<file path="src/rtl/ball_pkg.sv">
// ball_pkg: shared types and defaults for the LED ping-pong game engine.
//   state_e        : ball FSM states (IDLE, MOVE_R, MOVE_L, OVER)
//   SIDE_L/SIDE_R  : encoding for serve side and winner
//   DEF_*          : default track length, step divider and winning score
package ball_pkg;

  typedef enum logic [1:0] {
    IDLE   = 2'd0,
    MOVE_R = 2'd1,
    MOVE_L = 2'd2,
    OVER   = 2'd3
  } state_e;

  localparam logic SIDE_L = 1'b0;
  localparam logic SIDE_R = 1'b1;

  localparam int DEF_NPOS      = 8;
  localparam int DEF_STEP_DIV  = 600000;
  localparam int DEF_WIN_SCORE = 7;

endpackage

</file>
<file path="src/rtl/ball_step_div.sv">
// ball_step_div: ball step pacing divider.
//   clk_i   : system clock
//   reset_i : synchronous active-high reset
//   clr_i   : restart the step interval (wins over en_i)
//   en_i    : count only while the ball is in flight
//   tick_o  : one-cycle pulse on the last cycle of each STEP_DIV interval
module ball_step_div
  import ball_pkg::*;
#(
  parameter int STEP_DIV = DEF_STEP_DIV
) (
  input  logic clk_i,
  input  logic reset_i,
  input  logic clr_i,
  input  logic en_i,
  output logic tick_o
);

  localparam int               CNT_W   = (STEP_DIV > 1) ? $clog2(STEP_DIV) : 1;
  localparam logic [CNT_W-1:0] CNT_LAST = CNT_W'(STEP_DIV - 1);
  localparam logic [CNT_W-1:0] CNT_ONE  = CNT_W'(1);

  logic [CNT_W-1:0] cnt_q;
  logic [CNT_W-1:0] cnt_d;

  assign tick_o = en_i && (cnt_q == CNT_LAST);

  // Next count: clear, wrap at the last cycle, or hold when disabled.
  always_comb begin
    cnt_d = cnt_q;
    if (clr_i) begin
      cnt_d = '0;
    end else if (en_i && (cnt_q == CNT_LAST)) begin
      cnt_d = '0;
    end else if (en_i) begin
      cnt_d = cnt_q + CNT_ONE;
    end else begin
      cnt_d = cnt_q;
    end
  end

  // Counter register.
  always_ff @(posedge clk_i) begin
    if (reset_i) begin
      cnt_q <= '0;
    end else begin
      cnt_q <= cnt_d;
    end
  end

endmodule

</file>
<file path="src/rtl/ball_motion.sv">
// ball_motion: game engine for the one-dimensional LED ping-pong track.
//   clk_6MHz     : system clock (single domain)
//   reset        : synchronous active-high reset
//   btn_l/btn_r  : debounced paddle buttons; only rising edges matter
//   led          : one-hot ball position, bit 0 = left end
//   score_l/_r   : player scores
//   LftCollision : left paddle hit, held for one full step interval
//   RgtCollision : right paddle hit, held for one full step interval
//   game_over    : a score has reached WIN_SCORE
//   winner       : 0 = left, 1 = right; meaningful when game_over
module ball_motion
  import ball_pkg::*;
#(
  parameter int NPOS      = DEF_NPOS,
  parameter int STEP_DIV  = DEF_STEP_DIV,
  parameter int WIN_SCORE = DEF_WIN_SCORE
) (
  input  logic            clk_6MHz,
  input  logic            reset,
  input  logic            btn_l,
  input  logic            btn_r,
  output logic [NPOS-1:0] led,
  output logic [3:0]      score_l,
  output logic [3:0]      score_r,
  output logic            LftCollision,
  output logic            RgtCollision,
  output logic            game_over,
  output logic            winner
);

  localparam int              POS_W     = $clog2(NPOS);
  localparam logic [POS_W-1:0] POS_FIRST = '0;
  localparam logic [POS_W-1:0] POS_LAST  = POS_W'(NPOS - 1);
  localparam logic [POS_W-1:0] POS_ONE   = POS_W'(1);
  localparam logic [3:0]       WIN       = 4'(WIN_SCORE);
  localparam logic [NPOS-1:0]  LED_ONE   = NPOS'(1);

  state_e            state_q, state_d;
  logic              serve_q, serve_d;
  logic [POS_W-1:0]  pos_q, pos_d;
  logic [NPOS-1:0]   led_q;
  logic [3:0]        score_l_q, score_l_d;
  logic [3:0]        score_r_q, score_r_d;
  logic              lcol_q, lcol_d;
  logic              rcol_q, rcol_d;
  logic              over_q, over_d;
  logic              winner_q, winner_d;
  logic              btn_l_prev_q, btn_r_prev_q;

  logic              edge_l_s, edge_r_s;
  logic              tick_s, div_clr_s, div_en_s;

  assign edge_l_s = btn_l & ~btn_l_prev_q;
  assign edge_r_s = btn_r & ~btn_r_prev_q;
  assign div_en_s = (state_q == MOVE_R) || (state_q == MOVE_L);

  ball_step_div #(
    .STEP_DIV (STEP_DIV)
  ) u_step_div (
    .clk_i   (clk_6MHz),
    .reset_i (reset),
    .clr_i   (div_clr_s),
    .en_i    (div_en_s),
    .tick_o  (tick_s)
  );

  // Game FSM: serve, step, hit and miss decisions.
  // A hit is tested before the tick so a same-cycle edge counts as a hit.
  always_comb begin
    state_d   = state_q;
    serve_d   = serve_q;
    pos_d     = pos_q;
    score_l_d = score_l_q;
    score_r_d = score_r_q;
    lcol_d    = lcol_q;
    rcol_d    = rcol_q;
    over_d    = over_q;
    winner_d  = winner_q;
    div_clr_s = 1'b0;
    case (state_q)
      IDLE: begin
        if ((serve_q == SIDE_L) && edge_l_s) begin
          state_d   = MOVE_R;
          div_clr_s = 1'b1;
        end else if ((serve_q == SIDE_R) && edge_r_s) begin
          state_d   = MOVE_L;
          div_clr_s = 1'b1;
        end else begin
          state_d = IDLE;
        end
      end
      MOVE_R: begin
        if ((pos_q == POS_LAST) && edge_r_s) begin
          state_d   = MOVE_L;
          rcol_d    = 1'b1;
          lcol_d    = 1'b0;
          div_clr_s = 1'b1;
        end else if (tick_s && (pos_q != POS_LAST)) begin
          pos_d  = pos_q + POS_ONE;
          lcol_d = 1'b0;
          rcol_d = 1'b0;
        end else if (tick_s) begin
          // Ball passed the right paddle: left scores, right serves next.
          score_l_d = score_l_q + 4'd1;
          lcol_d    = 1'b0;
          rcol_d    = 1'b0;
          div_clr_s = 1'b1;
          serve_d   = SIDE_R;
          if (score_l_d == WIN) begin
            state_d  = OVER;
            over_d   = 1'b1;
            winner_d = SIDE_L;
          end else begin
            state_d = IDLE;
          end
        end else begin
          state_d = MOVE_R;
        end
      end
      MOVE_L: begin
        if ((pos_q == POS_FIRST) && edge_l_s) begin
          state_d   = MOVE_R;
          lcol_d    = 1'b1;
          rcol_d    = 1'b0;
          div_clr_s = 1'b1;
        end else if (tick_s && (pos_q != POS_FIRST)) begin
          pos_d  = pos_q - POS_ONE;
          lcol_d = 1'b0;
          rcol_d = 1'b0;
        end else if (tick_s) begin
          // Ball passed the left paddle: right scores, left serves next.
          score_r_d = score_r_q + 4'd1;
          lcol_d    = 1'b0;
          rcol_d    = 1'b0;
          div_clr_s = 1'b1;
          serve_d   = SIDE_L;
          if (score_r_d == WIN) begin
            state_d  = OVER;
            over_d   = 1'b1;
            winner_d = SIDE_R;
          end else begin
            state_d = IDLE;
          end
        end else begin
          state_d = MOVE_L;
        end
      end
      OVER: begin
        state_d = OVER;
      end
      default: begin
        state_d = IDLE;
      end
    endcase
  end

  // State registers; button history loads the live levels during reset so a
  // button held through reset never looks like a fresh press.
  always_ff @(posedge clk_6MHz) begin
    if (reset) begin
      state_q      <= IDLE;
      serve_q      <= SIDE_L;
      pos_q        <= POS_FIRST;
      led_q        <= LED_ONE;
      score_l_q    <= 4'd0;
      score_r_q    <= 4'd0;
      lcol_q       <= 1'b0;
      rcol_q       <= 1'b0;
      over_q       <= 1'b0;
      winner_q     <= 1'b0;
      btn_l_prev_q <= btn_l;
      btn_r_prev_q <= btn_r;
    end else begin
      state_q      <= state_d;
      serve_q      <= serve_d;
      pos_q        <= pos_d;
      led_q        <= LED_ONE << pos_d;
      score_l_q    <= score_l_d;
      score_r_q    <= score_r_d;
      lcol_q       <= lcol_d;
      rcol_q       <= rcol_d;
      over_q       <= over_d;
      winner_q     <= winner_d;
      btn_l_prev_q <= btn_l;
      btn_r_prev_q <= btn_r;
    end
  end

  assign led          = led_q;
  assign score_l      = score_l_q;
  assign score_r      = score_r_q;
  assign LftCollision = lcol_q;
  assign RgtCollision = rcol_q;
  assign game_over    = over_q;
  assign winner       = winner_q;

endmodule

</file>
<file path="config.mk">
export PLATFORM = sky130hd
export DESIGN_NAME = ball_motion
export DESIGN_NICKNAME = d
export VERILOG_FILES = /design/src/rtl/ball_pkg.sv /design/src/rtl/ball_step_div.sv /design/src/rtl/ball_motion.sv
export SDC_FILE = /design/constraint.sdc
export NUM_CORES = 1
export LEC_CHECK = 0
export CORE_MARGIN = 3
export CORE_UTILIZATION = 25
export CTS_CLUSTER_SIZE = 20
export DETAILED_ROUTE_END_ITERATION = 8
export PLACE_DENSITY = 0.48
export SYNTH_ARGS = -nofsm -noshare
export SYNTH_HDL_FRONTEND = slang
export SYNTH_HIERARCHICAL = 1
export SYNTH_SLANG_ARGS = --single-unit
</file>
<file path="constraint.sdc">
create_clock -name clk_6MHz -period 4.9 [get_ports clk_6MHz]
set_input_delay 0.735 -clock clk_6MHz [delete_from_list [all_inputs] [get_ports clk_6MHz]]
set_output_delay 0.735 -clock clk_6MHz [all_outputs]
set_load 0.01 [all_outputs]
</file>
==> Word-level counts from Yosys, hierarchy flattened <==
Cells that the tools add are included.
{ "word_totals": {"mem_count": 0, "latch_bits": 0, "reg_bits": 48, "rom_bits": 0, "ramBits": 0, "input_bits": 4} }
{ "classes": {"div_mod_pow": 0, "bitwise": 9, "magnitude_cmp": 0, "mux": 57, "n_addsub": 5, "shifts": 1, "reduce_logical": 18, "eq_ne": 18, "mul": 0} }
{ "op_table": {"columns": ["op", "count"], "rows": [
  ["$mux 1", 35],
  ["$add 20x1->20 const B", 1],
  ["$eq 20x20->1 const B", 1],
  ["$mux 2", 10],
  ["$mux 3", 4],
  ["$ne 2x2->1 const B", 6],
  ["$pmux 1 s2", 5],
  ["$ne 3x3->1 const B", 3],
  ["$reduce_and 9->1", 1],
  ["$add 4x1->4 const B", 2],
  ["$eq 4x3->1 const B", 2],
  ["$pmux 2 s4", 1],
  ["$reduce_and 4->1", 2],
  ["$shl 1x3->8 const A", 1],
  ["$logic_and 1x1->1", 7],
  ["$not 1->1", 7],
  ["$reduce_and 7->1", 1],
  ["$pmux 3 s2", 1],
  ["$eq 2x2->1 const B", 2],
  ["$ne 2x1->1 const B", 2],
  ["$add 3x1->3 const B", 1],
  ["$eq 3x3->1 const B", 1],
  ["$logic_not 3->1", 1],
  ["$pmux 1 s3", 1],
  ["9 further kinds", 10]
]} }

==> Longest topological paths before layout <==
Gate-level depths: netlist (run 1).
{ "depth": {"word_depth": 8, "depth_mapped": 13, "depth_no_buf": 11} }

==> Cells and area by module <==
Netlist (run 1), hierarchy kept.
{ "modules_own_cells": {"columns": ["mod", "instances", "seq_area_each_um2", "area_each_um2", "cells_each"], "rows": [
  ["ball_motion", 1, 560.5, 1580.3, 184],
  ["ball_step_div", 1, 400.4, 964.7, 109]
]} }

==> Worst setup path after synthesis (run 1) <==
OpenSTA, ideal clock, no wires.
{ "synth_timing": {"kind": "register to register", "startpoint": "reg state_q[0]", "endpoint": "reg state_q[1]", "arrival_time_ns": 2.821, "synth_period_minus_slack_ns": 2.912, "stages_incl_launch_ff": 11, "path_slack_ns": 1.988, "path_buffers": 1, "setup_ns": 0.091, "path_cell_list": "dfxtp_1 inv_1 ha_1 buf_2 and3_1 nand4_1 nor3_1 inv_1 nor2_1 mux2_1 a311oi_1"} }
{ "synth_via": {"elab_chain_cells": 7, "word_cells_on_any_way": 18} }
{ "synth_lines": {"columns": ["element", "line", "rtl"], "rows": [
  ["from (decl)", "ball_motion.sv:38", "state_e state_q, state_d;"],
  ["from (signal assigned)", "ball_motion.sv:174", "state_q <= state_d;"],
  ["$eq 2x1->1 / $eq 2x2->1 (equally long branches)", "ball_motion.sv:55", "assign div_en_s = (state_q == MOVE_R) || (state_q == MOVE_L);"],
  ["$logic_or 1x1->1 (*)", "ball_motion.sv:55", null],
  ["via div_en_s", "ball_motion.sv:51", "logic tick_s, div_clr_s, div_en_s;"],
  ["$logic_and 1x1->1 (*)", "ball_step_div.sv:26", "assign tick_o = en_i && (cnt_q == CNT_LAST);"],
  ["via tick_s", "ball_motion.sv:51", null],
  ["$mux 2, on equally long branches", "ball_motion.sv:130, ball_motion.sv:102", null],
  ["$mux 2, on equally long branches", "ball_motion.sv:126, ball_motion.sv:98", null],
  ["$mux 2, on equally long branches", "ball_motion.sv:121, ball_motion.sv:93", null],
  ["$pmux 2 s4", "ball_motion.sv:80", "case (state_q)"]
]} }
Mark *: on every way through the listed nets, which the timed path passes. The rest lies on a longest branch. The select of a mux whose other input is x is not followed.
A chain may end at the register's enable or synchronous reset.

==> Final worst setup path (run 1) <==
Ends and elaborated chain as after synthesis.

==> results of run 1 <==
-- final cells by class --
class	instances	area, um2
clock buffers	7	86.33
clock inverters	1	7.507
fillers	1077	6805
inverters	13	48.80
multi-input cells	222	1491
flip-flops and latches	48	960.9
well taps	133	166.4
repair buffers	26	252.7
-- placed cells by master, fill, tap and decap left out, types with 9 or more instances in the layout --
| cell type | netlist | routed |
|---|---|---|
| a21oi_1 | 10 | 10 |
| clkdlybuf4s50_1 | 0 | 23 |
| dfxtp_1 | 48 | 48 |
| ha_1 | 13 | 13 |
| inv_1 | 13 | 13 |
| nand2_1 | 25 | 25 |
| nand4_1 | 9 | 9 |
| nor2_1 | 35 | 35 |
| nor3_1 | 13 | 13 |
| o21ai_0 | 11 | 11 |
| xnor2_1 | 12 | 12 |
| xor2_1 | 9 | 9 |
-- cells by family (layout without fill, tap and decap cells) --
kind of cell / after synthesis / in the layout / share of synthesized area [%]
AO/OA/AOI/OAI: 51 / 51 / 13.86
flip-flops: 48 / 48 / 37.76
XOR/XNOR: 21 / 21 / 7.227
AND/OR/NAND/NOR: 132 / 132 / 28.91
buffers and inverters: 23 / 47 / 3.835
multiplexers: 5 / 5 / 2.016
adder cells (fa/ha/maj): 13 / 13 / 6.392
-- routing by layer --
metal  track usage [%]  wire, um
met1             14.47      2845
met4             3.014        38
met3             2.408       154
met5                 0         0
met2             17.22      2636
-- stage by stage --
stage / instance area (um2) / worst slack (ps) / total power [mW] / hold slack [ps] / util (%)
floorplan: 2545 / 1988 / 0.4143 / 458.1 / -
global placement: 2920 / 1858 / 0.4222 / 484.4 / 29.74
detailed placement: 2920 / 1743 / 0.4223 / 487.4 / 29.74
CTS: 3014 / 1721 / 0.6743 / 505.0 / 30.70
global route: 3014 / 1395 / 0.6922 / 540.1 / 30.70
finish: 3014 / 1726 / 0.6590 / 499.8 / 30.70
-- path summary, 6_finish.rpt --
kind | from | endpoint | slack (ps)
max | state_q[0] | state_q[1] | 1730
min | u_step_div/cnt_q[19] | u_step_div/cnt_q[19] | 500
min reg2reg | u_step_div/cnt_q[19] | u_step_div/cnt_q[19] | 500
max reg2reg | state_q[0] | state_q[1] | 1730
-- registers in the layout, summed over array words and instances (netlist names) --
name	count
btn_r_prev_q	1
serve_q	1
pos_q	3
state_q	2
LftCollision	1
score_r	4
winner	1
led	8
RgtCollision	1
game_over	1
u_step_div/cnt_q	20
btn_l_prev_q	1
score_l	4
-- critical path, delay by kind of cell (launching register included) --
kind	cells	cell delay [ps]
simple gates	4	1090
fa+ha+maj	1	610
buf+inv	3	400
flops	1	390
mux	1	370
compound gates	1	230
-- cell usage after synthesis (5+ instances only) --
| cell type | count | area share, % |
|---|---|---|
| o21ai_0 | 11 | 2.2 |
| nand2_1 | 25 | 3.7 |
| nor2_1 | 35 | 5.2 |
| a21oi_1 | 10 | 2.0 |
| xnor2_1 | 12 | 4.1 |
| nand4_1 | 9 | 2.2 |
| clkbuf_1 | 5 | 0.74 |
| nand3_1 | 6 | 1.2 |
| or3_1 | 5 | 1.2 |
| inv_1 | 13 | 1.9 |
| nor3_1 | 13 | 2.6 |
| nor2b_1 | 5 | 1.2 |
| xor2_1 | 9 | 3.1 |
| ha_1 | 13 | 6.4 |
| and3_1 | 8 | 2.0 |
| dfxtp_1 | 48 | 38 |
-- power groups by stage --
stage	sequential [mW]	combinational, mW	clock (mW)
detailed placement	0.401	0.0214	0
global route	0.392	0.0236	0.277
floorplan	0.401	0.0136	0
CTS	0.392	0.0215	0.261
global placement	0.401	0.0214	0
finish	0.392	0.0213	0.246
==> results.txt, run 1 <==
Worst-path clk slew -> 90 ps
Sequential share of power -> 59.4%
DPL Wire Length -> 4210 um
Critical Path AT -> 3390 ps
Die H -> 106.9 um
CP max stage cell -> ha_1
TritonCTS Buffers -> 5
Antenna violations before repair -> 0
Class of the worst hold path -> reg2reg
Clock Root Buffer -> clkbuf_8
Cell leakage power -> 1.022 nW
Highest Clock Rate -> 315.1 MHz
CTS tree -> built
# clock sinks -> 48
Peak supply drop -> 0.1191 mV
Power per cell area -> 218.6 nW/um2
Largest net degree at the start of global routing -> 20
# DRC -> 0
Hold buffers post-CTS -> 0
Cells after Synth -> 293
Peak fanout along the critical path -> 16
Ant. Diodes -> 0
Core footprint -> 9819 um2
Critical-path cell list -> inv_1, ha_1, and3_1, nand4_1, nor3_1, buf_4, inv_1, nor2_1, mux2_1, a311oi_1
Detailed Routing Iterations Pass 1 -> 4
Layout cells sized above 1 -> 7.256%
Critical Path RT -> 5110 ps
Syn Nets -> 310
Area grow syn2layout -> 18.44%
Nets -> 333
FF+latch count, synth -> 48
RSZ-0062 raised after global routing -> false
Vias in the first global route -> 2046
Startpoint Class -> register
CP max stage delay -> 610 ps
Post-Route Setup TNS -> 0 ps
IO Pins -> 24
Status -> finished, final reports clean
Initial Util -> 25.92%
Max-cap violations -> 0
Antenna-violating nets left -> 0
P_int -> 0.5135 mW
Fin. Hold Viols -> 0
Clk_lat worst skew -> 300 ps
Total die area -> 11430 um2
Clock Power Share -> 37.3%
Crit path time final -> 3174 ps
Synth Cell Area -> 2545 um2
Vias per Instance -> 4.587
Port Buf Inserts -> 23
Worst Hold Depth -> 2
Comb power frac -> 3.2%
Gr ovfl total -> 0
Crit. End Element -> register
Width of the die -> 106.9 um
Row Count -> 36
Routed via count -> 2064
First-pass GRT wire length -> 9991 um
GPL Wtd Cong -> 0.8007
EDFF count, synth -> 0
Worst path most repeated cell -> inv_1
Avg Cell Area, Syn -> 8.686 um2
Net switching power -> 0.1455 mW
Setup Viol. Count Final -> 0
Register area share after synthesis -> 37.76%
Post-CTS sizing -> 0
Non-Filler Instances -> 450
Syn. warnings -> 6
Total GRT Usage -> 10.73%
Sw Share -> 22.08%
Most used flip-flop cell after synthesis -> dfxtp_1
Clk buf depth -> 2
Overall routed net length -> 5674 um
Slew @ Worst Pin -> 537.2 ps
Pins Over Slew Limit -> 0
Worst Reg-to-Reg Cells -> 10
Max H-tree Level -> 2
Async SR Flop Fraction -> 0%
Max-slew headroom -> 64.19%
Tcrit/Tclk final -> 64.77%
Max Clock Skew -> 6.188 ps
Mean routed wirelength per cell -> 12.61 um
Placed Instances -> 442
Crit path kind -> reg2reg
Library cells used by synthesis -> 54
Post CTS Setup Buffer Count -> 0
Starting DRC count in detailed routing -> 61
No activity file was read; power rests on OpenSTA's default activity.
==> run 2: changes to the inputs <==
Clock period 4.9 ns to 3.2 ns, I/O delays scaled along.
==> results.txt, run 2 (synthesized netlist as in run 1, its figures left out) <==
Status -> finished, final reports clean
Worst Reg-to-Reg Cells -> 11 (+1)
CP Buf/Inv Count -> 2 (-1)
Max-cap violations -> 0 (unchanged)
Critical Path AT -> 3000 ps (-390 ps)
Crit. End Element -> register
Reg with most FFs -> u_step_div/cnt_q
Area grow syn2layout -> 20.70%
First-pass GRT wire length -> 10250 um (+2.6%)
IO Pins -> 24 (unchanged)
Final Util -> 31.28% (+0.59 points)
Max reg flops -> 20 (unchanged)
Hold EP -> u_step_div/cnt_q[19]
Post CTS Setup Buffer Count -> 0 (unchanged)
Max Clock Skew -> 7.399 ps (+1.212 ps)
CTS tree -> built
Worst Hold Depth -> 2 (unchanged)
Worst-path clk slew -> 100 ps (about the same)
Antenna-violating nets left -> 0 (unchanged)
Post-CTS sizing -> 0 (unchanged)
Ant. Diodes -> 0 (unchanged)
Overall routed net length -> 5885 um (+3.7%)
Peak supply drop -> 0.2352 mV (+97%)
Startpoint Class -> register
# DRC -> 0 (unchanged)
Layout cells sized above 1 -> 8.723% (+1.5 points)
Most frequent cells in the layout -> dfxtp_1, nor2_1, nand2_1
Vias in the first global route -> 2165 (+5.8%)
Slew @ Worst Pin -> 770.6 ps (+233.4 ps)
Post-Route Setup TNS -> 0 ps (unchanged)
Cell leakage power -> 1.061 nW (+3.8%)
Clk_lat worst skew -> 300 ps (about the same)
Critical-path cell list -> inv_1, ha_1, and3_1, nand4_1, nor3_1, buf_4, nand2b_4, a221o_1, a22o_1, nand2b_4, nor3_1
Max-slew headroom -> 48.32% (-16 points)
Reg2Reg Capture Point -> led[3]
# clock sinks -> 48 (unchanged)
Core footprint -> 9819 um2 (unchanged)
Total GRT Usage -> 11.03% (+0.30 points)
Die H -> 106.9 um (unchanged)
Detailed Routing Iterations Pass 1 -> 5 (+1)
Power per cell area -> 359.2 nW/um2 (+64%)
Fin. Hold Viols -> 0 (unchanged)
Width of the die -> 106.9 um (unchanged)
Total die area -> 11430 um2 (unchanged)
Setup Viol. Count Final -> 0 (unchanged)
Vias per Instance -> 4.751 (+3.6%)
Highest Clock Rate -> 360.2 MHz (+14%)
Clock Root Buffer -> clkbuf_8
RSZ-0062 raised after global routing -> false
TritonCTS Buffers -> 5 (unchanged)
Largest net degree at the start of global routing -> 16 (-20%)
R2R Path Start -> state_q[0]
Row Count -> 36 (unchanged)
Max H-tree Level -> 2 (unchanged)
Starting DRC count in detailed routing -> 66 (+8.2%)
Reg2reg setup slack -> 420 ps (-1300 ps)
Port Buf Inserts -> 23 (unchanged)
DPL Wire Length -> 4305 um (+2.2%)
Class of the worst hold path -> reg2reg
Peak fanout along the critical path -> 6 (-10)
Hold buffers post-CTS -> 0 (unchanged)
Critical Path RT -> 3420 ps (-1690 ps)
Crit path time final -> 2777 ps (-397.3 ps)
Initial Util -> 25.92% (unchanged)
Crit path kind -> reg2reg
Nets -> 337 (+1.2%)
Clk buf depth -> 2 (unchanged)
Most common library cell in the layout ignoring fill and taps -> dfxtp_1
GPL Wtd Cong -> 0.8264 (+3.2%)
CP max stage delay -> 390 ps (-220 ps)
Mean routed wirelength per cell -> 12.96 um (+2.8%)
Worst hold start -> u_step_div/cnt_q[19]
Gr ovfl total -> 0 (unchanged)
Routed via count -> 2157 (+4.5%)
CP max stage cell -> dfxtp_1
CP delay by family, top -> simple AND/OR/NAND/NOR gates
Antenna violations before repair -> 0 (unchanged)
Pins Over Slew Limit -> 0 (unchanged)
Tcrit/Tclk final -> 86.77% (+22 points)
[run 2: worst max path at each step]
stage          startpoint         end  slack (ps)  cells after the start
2_1_floorplan  state_q[0]  state_q[1]         290                     10
3_3_place_gp   state_q[0]      led[1]         490                     11
3_5_place_dp   state_q[0]      led[1]         400                     11
4_1_cts        state_q[0]      led[1]         380                     11
5_1_grt        state_q[0]      led[2]          80                     11
6_report       state_q[0]      led[3]         420                     11
[run 2: tightest hold or removal path, stage by stage, from the launching register on]
cell and delay, ps:
dfxtp_1 330, o21ai_0 70, a21oi_1 60
[run 2: routing by layer]
layer	vias to the layer above	GRT usage [%]	part of all wire [%]	routed length, um
li1	1098	-	-	-
met1	1020	15.21	51	2996
met2	30	16.95	45	2643
met3	9	2.167	2.5	146
met4	0	4.292	1.7	98
met5	-	0	0	0
[run 2: where the power goes]
group	total, mW	internal [mW]	switching, mW
sequential	0.600	0.599	0.00120
combinational	0.0339	0.0128	0.0212
clock	0.470	0.256	0.214
total	1.10	0.867	0.236
[run 2: layout make-up]
cell class              instances  area, um2
clock buffers                   6      82.58
clock inverters                 2      38.79
fillers                      1070       6748
inverters                      13      48.80
multi-input cells             222       1491
flip-flops and latches         48      960.9
well taps                     133      166.4
repair buffers                 30      282.8
[run 2: through the flow]
stage	cells	total power [mW]	hold slack, ps	instance area (um2)	setup slack [ps]
after floorplan	293	0.6343	458.1	2545	287.9
after global placement	446	0.6479	479.2	2950	491.9
after detailed placement	446	0.6477	479.2	2950	395.4
after CTS	454	1.129	494.8	3072	380.0
after global routing	454	1.152	555.8	3072	77.59
final	454	1.104	495.5	3072	423.4
==> run 3: changes to the inputs <==
Settings changed: CELL_PAD_IN_SITES_DETAIL_PLACEMENT from default to 2, CELL_PAD_IN_SITES_GLOBAL_PLACEMENT from default to 2, PLACE_DENSITY 0.48 to 0.67.
==> results.txt, run 3 (synthesized netlist as in run 1, its figures left out) <==
Status -> finished, final reports clean
Clk buf depth -> 2 (unchanged)
Worst Reg-to-Reg Cells -> 11 (unchanged)
Crit path time final -> 2719 ps (-57.66 ps)
Ant. Diodes -> 0 (unchanged)
Peak fanout along the critical path -> 13 (+7)
CP delay by family, top -> compound AO/OA/AOI/OAI gates
Total GRT Usage -> 13.09% (+2.1 points)
Starting DRC count in detailed routing -> 37 (-44%)
R2R Path Start -> state_q[0]
Area grow syn2layout -> 19.17%
Critical Path RT -> 3420 ps (about the same)
Crit path from -> state_q[0]
CTS tree -> built
Highest Clock Rate -> 367.8 MHz (+2.1%)
Pins Over Slew Limit -> 0 (unchanged)
Max H-tree Level -> 2 (unchanged)
Max Clock Skew -> 10.81 ps (+3.410 ps)
Clk_lat worst skew -> 300 ps (about the same)
GPL Wtd Cong -> 0.7667 (-7.2%)
Reg2reg setup slack -> 480 ps (+60 ps)
Post CTS Setup Buffer Count -> 0 (unchanged)
Antenna violations before repair -> 0 (unchanged)
Crit path capture -> led[0]
Critical Path AT -> 2940 ps (-60 ps)
Fin. Hold Viols -> 0 (unchanged)
Mean routed wirelength per cell -> 15.53 um (+20%)
Routed via count -> 2195 (+1.8%)
Antenna-violating nets left -> 0 (unchanged)
Power per cell area -> 338.5 nW/um2 (-5.8%)
Crit. End Element -> register
Width of the die -> 106.9 um (unchanged)
Startpoint Class -> register
Row Count -> 36 (unchanged)
Initial Util -> 25.92% (unchanged)
Gr ovfl total -> 0 (unchanged)
Die H -> 106.9 um (unchanged)
CP Buf/Inv Count -> 3 (+1)
Post-CTS sizing -> 0 (unchanged)
Max-slew headroom -> 60.96% (+13 points)
Clock Root Buffer -> clkbuf_8
Max-cap violations -> 0 (unchanged)
# clock sinks -> 48 (unchanged)
Filler cell count in the final layout -> 1184 (+11%)
TritonCTS Buffers -> 5 (unchanged)
Port Buf Inserts -> 23 (unchanged)
Worst path most repeated cell -> inv_1
Class of the worst hold path -> reg2reg
Peak supply drop -> 0.1273 mV (-46%)
Non-Filler Instances -> 452 (-0.44%)
Most common library cell in the layout ignoring fill and taps -> dfxtp_1
Tcrit/Tclk final -> 84.97% (-1.8 points)
Reg with most FFs -> u_step_div/cnt_q
Worst-path clk slew -> 90 ps (about the same)
Layout cells sized above 1 -> 8.150% (-0.57 points)
Most frequent cells in the layout -> dfxtp_1, nor2_1, nand2_1
RSZ-0062 raised after global routing -> false
Max reg flops -> 20 (unchanged)
CP max stage cell -> dfxtp_1
Vias per Instance -> 4.856 (+2.2%)
DPL Wire Length -> 5263 um (+22%)
Core footprint -> 9819 um2 (unchanged)
Setup Viol. Count Final -> 0 (unchanged)
Crit path kind -> reg2reg
Vias in the first global route -> 2284 (+5.5%)
Overall routed net length -> 7021 um (+19%)
Hold buffers post-CTS -> 0 (unchanged)
Critical-path cell list -> inv_1, ha_1, and3_1, nand4_1, nor3_1, buf_4, inv_1, o21ai_1, nand2_1, a221o_1, o31ai_1
Nets -> 335 (-0.59%)
Cell leakage power -> 1.032 nW (-2.7%)
Total die area -> 11430 um2 (unchanged)
# DRC -> 0 (unchanged)
Levels on crit path -> 11 (unchanged)
IO Pins -> 24 (unchanged)
Detailed Routing Iterations Pass 1 -> 4 (-1)
First-pass GRT wire length -> 11970 um (+17%)
Reg2Reg Capture Point -> led[0]
Post-Route Setup TNS -> 0 ps (unchanged)
Slew @ Worst Pin -> 585.6 ps (-185.0 ps)
CP max stage delay -> 390 ps (about the same)
Placed Instances -> 444 (-0.45%)
Largest net degree at the start of global routing -> 21 (+5)
## run 3: cell type report
cell class / instances / area, um2 / area share (%)
flip-flops and latches: 48 / 960.9 / 31.68
clock buffers: 6 / 82.58 / 2.723
inverters: 13 / 48.80 / 1.609
multi-input cells: 222 / 1491 / 49.17
well taps: 133 / 166.4 / 5.487
repair buffers: 28 / 267.8 / 8.828
clock inverters: 2 / 15.01 / 0.4950
## run 3: how the worst min path moves through the flow
stage               cells past startpoint                    to                 start
global placement                        2  u_step_div/cnt_q[19]  u_step_div/cnt_q[19]
global route                            2  u_step_div/cnt_q[19]  u_step_div/cnt_q[19]
finish                                  2  u_step_div/cnt_q[19]  u_step_div/cnt_q[19]
CTS                                     2  u_step_div/cnt_q[19]  u_step_div/cnt_q[19]
floorplan                               2  u_step_div/cnt_q[19]  u_step_div/cnt_q[19]
detailed placement                      2          LftCollision          LftCollision
## run 3: tightest hold or removal path, delay by kind of cell (launching register included)
kind            cells  cell delay [ps]
flops               1              340
compound gates      2              140
## run 3: stage by stage
step	hold slack (ps)	worst slack [ps]	util, %	area [um2]	total power [mW]
2_1_floorplan	458.1	287.9	-	2545	0.6343
3_3_place_gp	487.2	570.6	29.89	2935	0.6483
3_5_place_dp	513.5	494.7	29.89	2935	0.6490
4_1_cts	534.4	464.6	30.89	3033	1.052
5_1_grt	569.6	202.9	30.89	3033	1.079
6_report	516.6	481.1	30.89	3033	1.027
## run 3: power breakdown
group          total, mW  internal (mW)  switching [mW]
logic             0.0340         0.0120          0.0220
clock network      0.393          0.175           0.217
registers          0.600          0.599         0.00120
total               1.03          0.786           0.240
## run 3: per-layer routing
layer | GRT usage [%] | routed length [um] | up-vias | share of wire (%)
met5 | 0 | 0 | - | 0
met4 | 3.562 | 63 | 0 | 0.90
met3 | 2.167 | 122 | 4 | 1.7
met2 | 21.27 | 3320 | 16 | 47
met1 | 17.96 | 3515 | 1089 | 50
li1 | - | - | 1086 | -
